--- src/rtl/layer_compositor_pkg.sv ---
// Shared types, constants and window helpers for the N-layer video compositor.
package layer_compositor_pkg;

    localparam int unsigned PIX_W_DEF = 12;
    localparam int unsigned H_W_DEF   = 11;
    localparam int unsigned V_W_DEF   = 10;
    // Shadow window coordinates are zero-extended to this width; unsigned compares are unaffected.
    localparam int unsigned WIN_W     = 16;

    localparam logic [PIX_W_DEF-1:0] BLACK = 12'h000;

    typedef struct packed {
        logic [WIN_W-1:0] x0;
        logic [WIN_W-1:0] x1;
        logic [WIN_W-1:0] y0;
        logic [WIN_W-1:0] y1;
    } window_t;

    // x0/y0 inclusive, x1/y1 exclusive; x0 >= x1 or y0 >= y1 never matches.
    function automatic logic in_window(input window_t w, input logic [WIN_W-1:0] h,
                                       input logic [WIN_W-1:0] v);
        return (h >= w.x0) && (h < w.x1) && (v >= w.y0) && (v < w.y1);
    endfunction

    // Outermost one-pixel ring of a non-empty window.
    function automatic logic on_ring(input window_t w, input logic [WIN_W-1:0] h,
                                     input logic [WIN_W-1:0] v);
        return in_window(w, h, v) &&
               ((h == w.x0) || (h == w.x1 - WIN_W'(1)) ||
                (v == w.y0) || (v == w.y1 - WIN_W'(1)));
    endfunction

endpackage

--- src/rtl/delay_line.sv ---
// Fixed-depth register delay with synchronous clear; DEPTH 0 is a plain wire.
module delay_line #(
    parameter int unsigned WIDTH = 1,
    parameter int unsigned DEPTH = 1
) (
    input  logic             clk_in,
    input  logic             rst_in,
    input  logic [WIDTH-1:0] d_in,
    output logic [WIDTH-1:0] q_out
);

    if (DEPTH == 0) begin : g_wire
        logic unused_ok;
        assign unused_ok = clk_in ^ rst_in;
        assign q_out     = d_in;
    end else begin : g_regs
        logic [WIDTH-1:0] stage_q [DEPTH];
        logic [WIDTH-1:0] stage_d [DEPTH];

        always_comb begin
            stage_d[0] = d_in;
            for (int unsigned i = 1; i < DEPTH; i++) begin
                stage_d[i] = stage_q[i-1];
            end
        end

        always_ff @(posedge clk_in) begin
            if (rst_in) begin
                for (int unsigned i = 0; i < DEPTH; i++) begin
                    stage_q[i] <= '0;
                end
            end else begin
                stage_q <= stage_d;
            end
        end

        assign q_out = stage_q[DEPTH-1];
    end

endmodule

--- src/rtl/layer_compositor.sv ---
// N-layer compositor: delay-matches layers and VGA timing, applies frame-latched windows,
// colour-key and priority. Optional outline ring enabled by LAYER_COMPOSITOR_BORDER_EN.
module layer_compositor
    import layer_compositor_pkg::*;
#(
    parameter int unsigned             NUM_LAYERS = 2,
    parameter int unsigned             PIX_W      = PIX_W_DEF,
    parameter int unsigned             H_W        = H_W_DEF,
    parameter int unsigned             V_W        = V_W_DEF,
    parameter int unsigned             MAX_LAT    = 8,
    // Listed layer 0 first: the most significant byte is layer 0.
    parameter logic [NUM_LAYERS*8-1:0] LAYER_LAT  = {8'd2, 8'd8}
) (
    input  logic                        clk_in,
    input  logic                        rst_in,
    input  logic [H_W-1:0]              hcount_in,
    input  logic [V_W-1:0]              vcount_in,
    input  logic                        hsync_in,
    input  logic                        vsync_in,
    input  logic                        blank_in,
    input  logic [NUM_LAYERS*PIX_W-1:0] layer_pix_in,
    input  logic [NUM_LAYERS-1:0]       layer_en_in,
    input  logic [NUM_LAYERS*H_W-1:0]   win_x0_in,
    input  logic [NUM_LAYERS*H_W-1:0]   win_x1_in,
    input  logic [NUM_LAYERS*V_W-1:0]   win_y0_in,
    input  logic [NUM_LAYERS*V_W-1:0]   win_y1_in,
    input  logic [NUM_LAYERS-1:0]       key_en_in,
    input  logic [PIX_W-1:0]            key_colour_in,
    input  logic [PIX_W-1:0]            bg_colour_in,
`ifdef LAYER_COMPOSITOR_BORDER_EN
    input  logic [PIX_W-1:0]            border_colour_in,
`endif
    output logic [PIX_W-1:0]            pixel_out,
    output logic                        hsync_out,
    output logic                        vsync_out,
    output logic                        blank_out
);

    localparam int unsigned TIM_W = H_W + V_W + 3;

    if (H_W > WIN_W || V_W > WIN_W) begin : g_bad_width
        $fatal(1, "layer_compositor: H_W/V_W wider than window coordinate width");
    end

    // Timing bundle carries active (not blank) so the cleared pipeline reads as blanked.
    logic [TIM_W-1:0] tim_in;
    logic [TIM_W-1:0] tim_dly;
    logic [H_W-1:0]   hd;
    logic [V_W-1:0]   vd;
    logic             hs_dly;
    logic             vs_dly;
    logic             active_dly;

    assign tim_in = {hsync_in, vsync_in, ~blank_in, vcount_in, hcount_in};
    assign {hs_dly, vs_dly, active_dly, vd, hd} = tim_dly;

    delay_line #(.WIDTH(TIM_W), .DEPTH(MAX_LAT)) u_tim_dly (
        .clk_in (clk_in),
        .rst_in (rst_in),
        .d_in   (tim_in),
        .q_out  (tim_dly)
    );

    logic [PIX_W-1:0] lpix [NUM_LAYERS];

    for (genvar i = 0; i < NUM_LAYERS; i++) begin : g_layer
        localparam int unsigned LAT = 32'(LAYER_LAT[(NUM_LAYERS-1-i)*8 +: 8]);
        if (LAT > MAX_LAT) begin : g_bad_lat
            $fatal(1, "layer_compositor: LAYER_LAT entry exceeds MAX_LAT");
        end
        delay_line #(.WIDTH(PIX_W), .DEPTH((LAT > MAX_LAT) ? 0 : MAX_LAT - LAT)) u_pix_dly (
            .clk_in (clk_in),
            .rst_in (rst_in),
            .d_in   (layer_pix_in[i*PIX_W +: PIX_W]),
            .q_out  (lpix[i])
        );
    end

    // Frame shadow registers, reloaded on the raw vsync rising edge.
    logic                  vs_prev_q, vs_prev_d;
    logic [NUM_LAYERS-1:0] en_q, en_d;
    logic [NUM_LAYERS-1:0] key_en_q, key_en_d;
    window_t               win_q [NUM_LAYERS];
    window_t               win_d [NUM_LAYERS];
    logic                  frame_edge;

    always_comb begin
        vs_prev_d  = vsync_in;
        frame_edge = vsync_in & ~vs_prev_q;
        en_d       = en_q;
        key_en_d   = key_en_q;
        win_d      = win_q;
        if (frame_edge) begin
            en_d     = layer_en_in;
            key_en_d = key_en_in;
            for (int unsigned i = 0; i < NUM_LAYERS; i++) begin
                win_d[i].x0 = WIN_W'(win_x0_in[i*H_W +: H_W]);
                win_d[i].x1 = WIN_W'(win_x1_in[i*H_W +: H_W]);
                win_d[i].y0 = WIN_W'(win_y0_in[i*V_W +: V_W]);
                win_d[i].y1 = WIN_W'(win_y1_in[i*V_W +: V_W]);
            end
        end
    end

    logic [WIN_W-1:0]      hd_w;
    logic [WIN_W-1:0]      vd_w;
    logic [NUM_LAYERS-1:0] hit;

    assign hd_w = WIN_W'(hd);
    assign vd_w = WIN_W'(vd);

    always_comb begin
        hit = '0;
        for (int unsigned i = 0; i < NUM_LAYERS; i++) begin
            hit[i] = en_q[i] && in_window(win_q[i], hd_w, vd_w) &&
                     !(key_en_q[i] && (lpix[i] == key_colour_in));
        end
    end

`ifdef LAYER_COMPOSITOR_BORDER_EN
    logic border_hit;

    always_comb begin
        border_hit = 1'b0;
        for (int unsigned i = 0; i < NUM_LAYERS; i++) begin
            if (en_q[i] && on_ring(win_q[i], hd_w, vd_w)) begin
                border_hit = 1'b1;
            end
        end
    end
`endif

    logic [PIX_W-1:0] pixel_q, pixel_d;
    logic             hsync_q, hsync_d;
    logic             vsync_q, vsync_d;
    logic             blank_q, blank_d;

    // Walk from lowest priority up so the lowest-index hit is the last assignment.
    always_comb begin
        pixel_d = bg_colour_in;
        for (int i = int'(NUM_LAYERS) - 1; i >= 0; i--) begin
            if (hit[i]) begin
                pixel_d = lpix[i];
            end
        end
`ifdef LAYER_COMPOSITOR_BORDER_EN
        if (border_hit) begin
            pixel_d = border_colour_in;
        end
`endif
        if (!active_dly) begin
            pixel_d = PIX_W'(BLACK);
        end
        hsync_d = hs_dly;
        vsync_d = vs_dly;
        blank_d = ~active_dly;
    end

    always_ff @(posedge clk_in) begin
        if (rst_in) begin
            vs_prev_q <= 1'b0;
            en_q      <= '0;
            key_en_q  <= '0;
            for (int unsigned i = 0; i < NUM_LAYERS; i++) begin
                win_q[i] <= '0;
            end
            pixel_q   <= '0;
            hsync_q   <= 1'b0;
            vsync_q   <= 1'b0;
            blank_q   <= 1'b1;
        end else begin
            vs_prev_q <= vs_prev_d;
            en_q      <= en_d;
            key_en_q  <= key_en_d;
            win_q     <= win_d;
            pixel_q   <= pixel_d;
            hsync_q   <= hsync_d;
            vsync_q   <= vsync_d;
            blank_q   <= blank_d;
        end
    end

    assign pixel_out = pixel_q;
    assign hsync_out = hsync_q;
    assign vsync_out = vsync_q;
    assign blank_out = blank_q;

endmodule

--- config.mk ---
export PLATFORM = sky130hd
export DESIGN_NAME = layer_compositor
export DESIGN_NICKNAME = d
export VERILOG_FILES = /design/src/rtl/layer_compositor_pkg.sv /design/src/rtl/delay_line.sv /design/src/rtl/layer_compositor.sv
export SDC_FILE = /design/constraint.sdc
export NUM_CORES = 1
export LEC_CHECK = 0
export BUFFER_PORTS_ARGS = -buffer_cell sky130_fd_sc_hd__buf_4
export CORE_MARGIN = 2
export CORE_UTILIZATION = 40
export CTS_CLUSTER_DIAMETER = 40
export DETAILED_ROUTE_END_ITERATION = 10
export PLACE_DENSITY_LB_ADDON = 0.15
export SETUP_SLACK_MARGIN = 0.02
export SYNTH_ARGS = -nofsm -noshare
export SYNTH_HDL_FRONTEND = slang
export SYNTH_SLANG_ARGS = --single-unit
--- constraint.sdc ---
create_clock -name clk_in -period 2.6 [get_ports clk_in]
set_clock_uncertainty 0.05 [all_clocks]
set_input_delay 0.65 -clock clk_in [delete_from_list [all_inputs] [get_ports clk_in]]
set_output_delay 0.65 -clock clk_in [all_outputs]
set_load 0.005 [all_outputs]
==> out/results.tsv, run 1 <==
stage	metric	value	unit
die	rows	66	
job	drv_cap	0	
critical_path	critical-path-max-stage-delay	0.46	ns
grt	grt_start_max_net_pins	134	
layout	post_route_cells_drive_above_1_share	20.0	%
synthesis	netlist_area	0.0133	sq mm
die	die_y	187	microns
timing	max_freq	408	MHz
die	io_pins	177	
detailed_routing	postRouteAntennaNets	0	
placement	gp_congestion	0.816	
detailed_routing	detail_route.vias_per_cell	4.46	
detailed_routing	drt_pass1_iterations	4	
detailed_routing	via_count	8906	
grt	gr-total-overflow	0	
worst_hold_path	hold_path.class	input pin to flip-flop	
critical_path	timing.setup.critical_path_class	flip-flop to flip-flop	
synthesis	synthesis.area_per_instance	9.96	sq um
die	die_area	0.0348	sq mm
synthesis	syn_nets	1581	
die	placeableCoreArea	0.0327	sq mm
detailed_routing	dr.first_iter.drc_count	391	
layout	syn_to_final_growth	26.4	%
die	initial_core_util	40.8	%
timing	final_max_slew_viol_count	0	
layout	multi_input_area	0.00536	sq mm
grt	grt_first_pass_wirelength	44.5	mm
power_and_ir_drop	cellPowerDensity	801	mW/mm^2
placement	hpwlAfterDp	18.2	mm
synthesis	synth_cell_types	49	
critical_path	critical_path.max_fanout	12	
critical_path	critPathArrivalTime	2.87	ns
timing	min_clock_period_post_route	2.45	ns
clock_tree	htree_num_levels	2	
clock_tree	cts.clk_slew.worst_paths	0.06	ns
grt	grt_antenna_before_repair	0	
clock_tree	number_of_buffers_added_to_fix_hold_violations_after_cts	0	
detailed_routing	drc_errors	0	
synthesis	syn-instance-count	1339	
timing	finalHoldViolCount	0	
grt	first_global_vias	8709	
clock_tree	cts-buffers-inserted	49	
layout	fin_util	51.5	%
grt	globalRouteTotalUtil	15.6	%
outcome	run_status	completed	
synthesis	synth_warnings	0	
die	floorplan.die.width	187	microns
detailed_routing	postRouteWirelength	27.1	mm
layout	diodes	0	
timing	worstMarginPinSlew	0.563	ns
critical_path	crit_path_top_delay_cell	sky130_fd_sc_hd__dfxtp_1	
layout	fin_nets	1757	
synthesis	synth_async_sr_flop_share	0	%
timing	final.period_utilization	94.3	%
synthesis	synthFlopType	sky130_fd_sc_hd__dfxtp_1	
clock_tree	clk_latency	0.54	ns
layout	layout.cells.non_filler	1997	
placement	place.detailed.instances	1902	
layout	fillCellCount	3054	
timing	rsz0062_at_grt	no	
placement	port_buffers	176	
clock_tree	cts_max_path_buffers	3	
critical_path	end_kind	flip-flop	
synthesis	seq_total_area_yosys	55.1	%
clock_tree	clk_root_buffer_cell	sky130_fd_sc_hd__clkbuf_16	
power_and_ir_drop	vdd.ir_drop.worst	0.000510	V
critical_path	critPathLaunchType	flip-flop	
layout	seqCellArea	0.00735	sq mm
timing	relative_slew_slack	62.5	%
power_and_ir_drop	leakage	6.88	nW
detailed_routing	wl_per_cell	13.6	microns
critical_path	timing.critical_path.cells	ha_1 -> a2111oi_4 -> o31a_2 -> buf_4 -> o2111ai_1 -> or4_1 -> a31oi_1	
timing	final_setup_viols	0	
synthesis	synth-edff-count	0	
synthesis	synth_seq_cells	367	
clock_tree	clock_sink_count	367	
timing	setup_total_negative_slack	0	ns
clock_tree	cts_tree	done	
critical_path	required_time_of_the_critical_path	3.02	ns
[layout make-up]
| type | count | area share (%) |
|---|---|---|
| Multi-Input combinational cell | 817 | 31.8 |
| Clock inverter | 31 | 2.20 |
| Sequential cell | 367 | 43.6 |
| Tap cell | 442 | 3.28 |
| Inverter | 80 | 1.78 |
| Timing Repair Buffer | 200 | 9.40 |
| Clock buffer | 60 | 7.94 |
[critical path, delay by kind of cell (launching register included)]
kind | cells | cell delay (ns)
compound gates | 4 | 0.92
flops | 1 | 0.46
fa+ha+maj | 1 | 0.31
simple gates | 1 | 0.45
buf+inv | 1 | 0.20
[repair_timing]
item	in CTS	in global routing
resized for setup	0	8
setup buffers	0	4
endpoints found under the setup margin	0	12
[layout by cell type, fill, tap and decap left out, types with 15 or more instances in the layout]
cell type                   netlist  layout
sky130_fd_sc_hd__nor2_1          16      15
sky130_fd_sc_hd__dfxtp_1        367     366
sky130_fd_sc_hd__nand2_1        183     183
sky130_fd_sc_hd__buf_4            3     193
sky130_fd_sc_hd__o41ai_1         24      21
sky130_fd_sc_hd__nor2b_1        268     267
sky130_fd_sc_hd__a21oi_1        102     102
sky130_fd_sc_hd__ha_1            80      80
sky130_fd_sc_hd__a31oi_1         15      15
sky130_fd_sc_hd__clkbuf_16        0      50
sky130_fd_sc_hd__xnor2_1         24      24
sky130_fd_sc_hd__inv_1           80      80
[cells by family (layout without fill, tap and decap cells)]
logic type	count (synthesis)	after routing	synth area share, %
AND/OR/NAND/NOR	518	518	20.9
adder cells (fa/ha/maj)	80	80	7.50
AO/OA/AOI/OAI	195	195	9.85
buffers and inverters	155	371	5.09
XOR/XNOR	24	24	1.58
flip-flops	367	367	55.1
[path summary, 6_finish.rpt]
path	cells after the start	to	from	slack (ns)
setup / recovery	7	pixel_out[2]	u_tim_dly.q_out[12]	0.15
hold / removal	2	u_tim_dly.g_regs.stage_d[165]	blank_in	0.21
setup reg to reg	7	pixel_out[2]	u_tim_dly.q_out[12]	0.15
hold reg to reg	1	blank_out	u_tim_dly.q_out[21]	0.37
[where the power goes]
group	internal [mW]	switching, mW
clock	4.22	2.52
sequential	5.79	0.0601
combinational	0.423	0.483
[cell usage after synthesis, types with 4 or more instances]
cell | count | share of area (%)
sky130_fd_sc_hd__ha_1 | 80 | 7.5
sky130_fd_sc_hd__inv_1 | 80 | 2.3
sky130_fd_sc_hd__buf_6 | 5 | 0.42
sky130_fd_sc_hd__buf_1 | 7 | 0.20
sky130_fd_sc_hd__nand4_1 | 12 | 0.56
sky130_fd_sc_hd__o41ai_1 | 24 | 1.6
sky130_fd_sc_hd__xnor2_1 | 24 | 1.6
sky130_fd_sc_hd__nand2b_1 | 5 | 0.23
sky130_fd_sc_hd__dfxtp_1 | 367 | 55
sky130_fd_sc_hd__o21ai_0 | 8 | 0.30
sky130_fd_sc_hd__a31oi_1 | 15 | 0.70
sky130_fd_sc_hd__nand2_1 | 183 | 5.2
sky130_fd_sc_hd__nor2b_1 | 268 | 13
sky130_fd_sc_hd__or4_1 | 14 | 0.79
sky130_fd_sc_hd__clkbuf_8 | 4 | 0.41
sky130_fd_sc_hd__nor2_1 | 16 | 0.45
sky130_fd_sc_hd__a21o_1 | 4 | 0.23
sky130_fd_sc_hd__and3_1 | 4 | 0.19
sky130_fd_sc_hd__a21oi_1 | 102 | 3.8
sky130_fd_sc_hd__o2111ai_1 | 14 | 0.92
sky130_fd_sc_hd__clkbuf_1 | 52 | 1.5
sky130_fd_sc_hd__o21a_1 | 4 | 0.23
sky130_fd_sc_hd__nand3_1 | 8 | 0.30
[per-layer routing]
layer | up-vias | global-route usage, % | routed length (microns)
li1 | 4751 | - | -
met1 | 3907 | 21.6 | 13200
met2 | 201 | 23.8 | 11700
met3 | 47 | 3.65 | 1470
met4 | 0 | 5.31 | 628
met5 | - | 0 | 0
[stage by stage]
step	hold WS, ns	worst slack [ns]	total power, mW	cell area (sq um)
global placement	0.351	0.0213	6.85	15100
CTS	0.177	0.115	13.7	16800
detailed placement	0.357	0.0334	6.86	15100
global route	0.180	0.0232	14.1	16900
finish	0.212	0.148	13.5	16900
floorplan	0.327	0.386	6.50	13300
[sequential cells by signal (all words and copies together) (netlist names), 2 cells and up]
| signal | cells |
|---|---|
| pixel_out | 12 |
| g_layer.u_pix_dly.g_regs.stage_d | 60 |
| key_en_q | 2 |
| win_q | 84 |
| en_q | 2 |
| u_tim_dly.g_regs.stage_d | 168 |
| g_layer.u_pix_dly.q_out | 12 |
| u_tim_dly.q_out | 24 |
No activity file was read; power rests on OpenSTA's default activity.
==> run 2: changes to the inputs <==
clock period = 2.87 ns   (was 2.6 ns; I/O delays follow)
==> run 2 against run 1 <==
Compared with the run above:
- combinational power fell by 13%
- routed wire length fell by 0.65%
- first-iteration DRC count rose by 39%
- flip-flop and latch count did not move
- clock power fell by 9.6%
- core utilization fell by 0.48 points
==> out/results.tsv, run 2 (synthesized netlist as in run 1, its figures left out) <==
stage	metric	value	unit
detailed_routing	wl_per_cell	13.6	microns
timing	final.period_utilization	88.2	%
grt	globalRouteTotalUtil	15.5	%
clock_tree	cts-buffers-inserted	47	
clock_tree	post_cts.repair.setup_buffers	0	
job	drv_cap	0	
critical_path	crit_path_top_delay_cell	sky130_fd_sc_hd__o41a_1	
clock_tree	number_of_buffers_added_to_fix_hold_violations_after_cts	0	
critical_path	critical_path.max_fanout	24	
clock_tree	clk_latency	0.54	ns
grt	grt_first_pass_wirelength	44.3	mm
die	die_area	0.0348	sq mm
layout	diodes	0	
layout	final_common_cell	sky130_fd_sc_hd__dfxtp_1	
layout	layout_common_cells	sky130_fd_sc_hd__dfxtp_1 (367), sky130_fd_sc_hd__nor2b_1 (267), sky130_fd_sc_hd__nand2_1 (183)	
timing	post-route-worst-setup-slack	0.340	ns
grt	gr-total-overflow	0	
layout	syn_to_final_growth	25.2	%
timing	worstMarginPinSlew	0.969	ns
critical_path	required_time_of_the_critical_path	3.26	ns
placement	port_buffers	176	
clock_tree	htree_num_levels	2	
detailed_routing	dr.first_iter.drc_count	542	
die	placeableCoreArea	0.0327	sq mm
detailed_routing	postRouteWirelength	26.9	mm
timing	final_max_slew_viol_count	0	
clock_tree	cts_tree	done	
critical_path	critPathLaunchType	flip-flop	
critical_path	timing.critical_path.cells	ha_1 -> a21oi_1 -> a21oi_1 -> o41a_1 -> or4_1 -> a31oi_1	
timing	setup_total_negative_slack	0	ns
power_and_ir_drop	leakage	6.81	nW
grt	grt_antenna_before_repair	0	
outcome	run_status	completed	
detailed_routing	postRouteAntennaNets	0	
clock_tree	cts.clk_slew.worst_paths	0.05	ns
critical_path	critical-path-max-stage-delay	0.69	ns
die	io_pins	177	
placement	gp_congestion	0.833	
critical_path	end_kind	flip-flop	
layout	post_route_cells_drive_above_1_share	18.7	%
timing	finalHoldViolCount	0	
timing	min_clock_period_post_route	2.53	ns
clock_tree	clock_sink_count	367	
clock_tree	cts_max_path_buffers	3	
grt	first_global_vias	8567	
power_and_ir_drop	vdd.ir_drop.worst	0.000504	V
die	die_y	187	microns
layout	fin_nets	1743	
timing	rsz0062_at_grt	no	
die	rows	66	
timing	final_setup_viols	0	
grt	grt_start_max_net_pins	144	
power_and_ir_drop	cellPowerDensity	729	mW/mm^2
layout	max_reg_flops	168	
detailed_routing	drt_pass1_iterations	5	
die	floorplan.die.width	187	microns
clock_tree	clk_root_buffer_cell	sky130_fd_sc_hd__clkbuf_16	
placement	hpwlAfterDp	18.3	mm
placement	worst_setup_slack_post_dpl	0.340	ns
critical_path	critical-path-top-cell-by-count	sky130_fd_sc_hd__a21oi_1	
worst_hold_path	hold_path.class	input pin to flip-flop	
die	initial_core_util	40.8	%
critical_path	timing.setup.critical_path_class	flip-flop to flip-flop	
detailed_routing	drc_errors	0	
detailed_routing	detail_route.vias_per_cell	4.49	
clock_tree	cts_resized	0	
timing	relative_slew_slack	35.1	%
timing	max_freq	395	MHz
critical_path	critPathArrivalTime	2.92	ns
detailed_routing	via_count	8885	
==> run 2: changes by cell type in the layout (fill, tap and decap cells not counted), moves of 2 or more <==
cell                         previous run  this run
sky130_fd_sc_hd__o41ai_1               21        24
sky130_fd_sc_hd__inv_6                  4         7
sky130_fd_sc_hd__buf_4                193       182
sky130_fd_sc_hd__clkinv_4               6         1
sky130_fd_sc_hd__clkbuf_16             50        48
sky130_fd_sc_hd__clkbuf_8               5        10
sky130_fd_sc_hd__o41ai_2                3         0
sky130_fd_sc_hd__clkinvlp_4             8         3
==> run 2: final cells by class <==
| type | count | area, sq um |
|---|---|---|
| fillers | 3044 | 16000 |
| flip-flops and latches | 367 | 7350 |
| multi-input cells | 817 | 5330 |
| repair buffers | 188 | 1480 |
| clock buffers | 62 | 1350 |
| well taps | 442 | 553 |
| clock inverters | 23 | 339 |
| inverters | 80 | 300 |
==> run 2: worst paths after layout <==
path                                from                             to  slack (ns)  cells after the start
max reg2reg           u_tim_dly.q_out[2]                   pixel_out[5]        0.34                      6
min                             blank_in  u_tim_dly.g_regs.stage_d[165]        0.33                      2
min reg2reg  u_tim_dly.g_regs.stage_d[4]             u_tim_dly.q_out[4]        0.37                      1
max                   u_tim_dly.q_out[2]                   pixel_out[5]        0.34                      6
==> run 2: stage by stage <==
stage,utilization (%),area [sq um],hold slack [ns],power [mW],cells
finish,51.1,16700,0.326,12.2,1979
global route,51.1,16700,0.298,12.7,1979
CTS,51.1,16700,0.295,12.3,1979
detailed placement,45.9,15000,0.370,6.20,1894
global placement,45.9,15000,0.367,6.19,1894
floorplan,-,13300,0.327,5.88,1339
==> run 2: layer usage <==
| layer | global-route usage [%] | part of all wire (%) |
|---|---|---|
| met1 | 21.8 | 49 |
| met4 | 6.20 | 3.2 |
| met2 | 22.7 | 43 |
| met3 | 3.89 | 5.7 |
| met5 | 0 | 0 |
==> run 2: worst max-delay path, delay by kind of cell (launching register included) <==
kind            cells  cell delay (ns)
compound gates      4             1.10
simple gates        1             0.61
flops               1             0.34
fa+ha+maj           1             0.33
==> run 2: power breakdown <==
group | total (mW) | switching, mW | internal (mW)
logic | 0.788 | 0.429 | 0.359
registers | 5.30 | 0.0544 | 5.24
clock network | 6.09 | 2.19 | 3.90
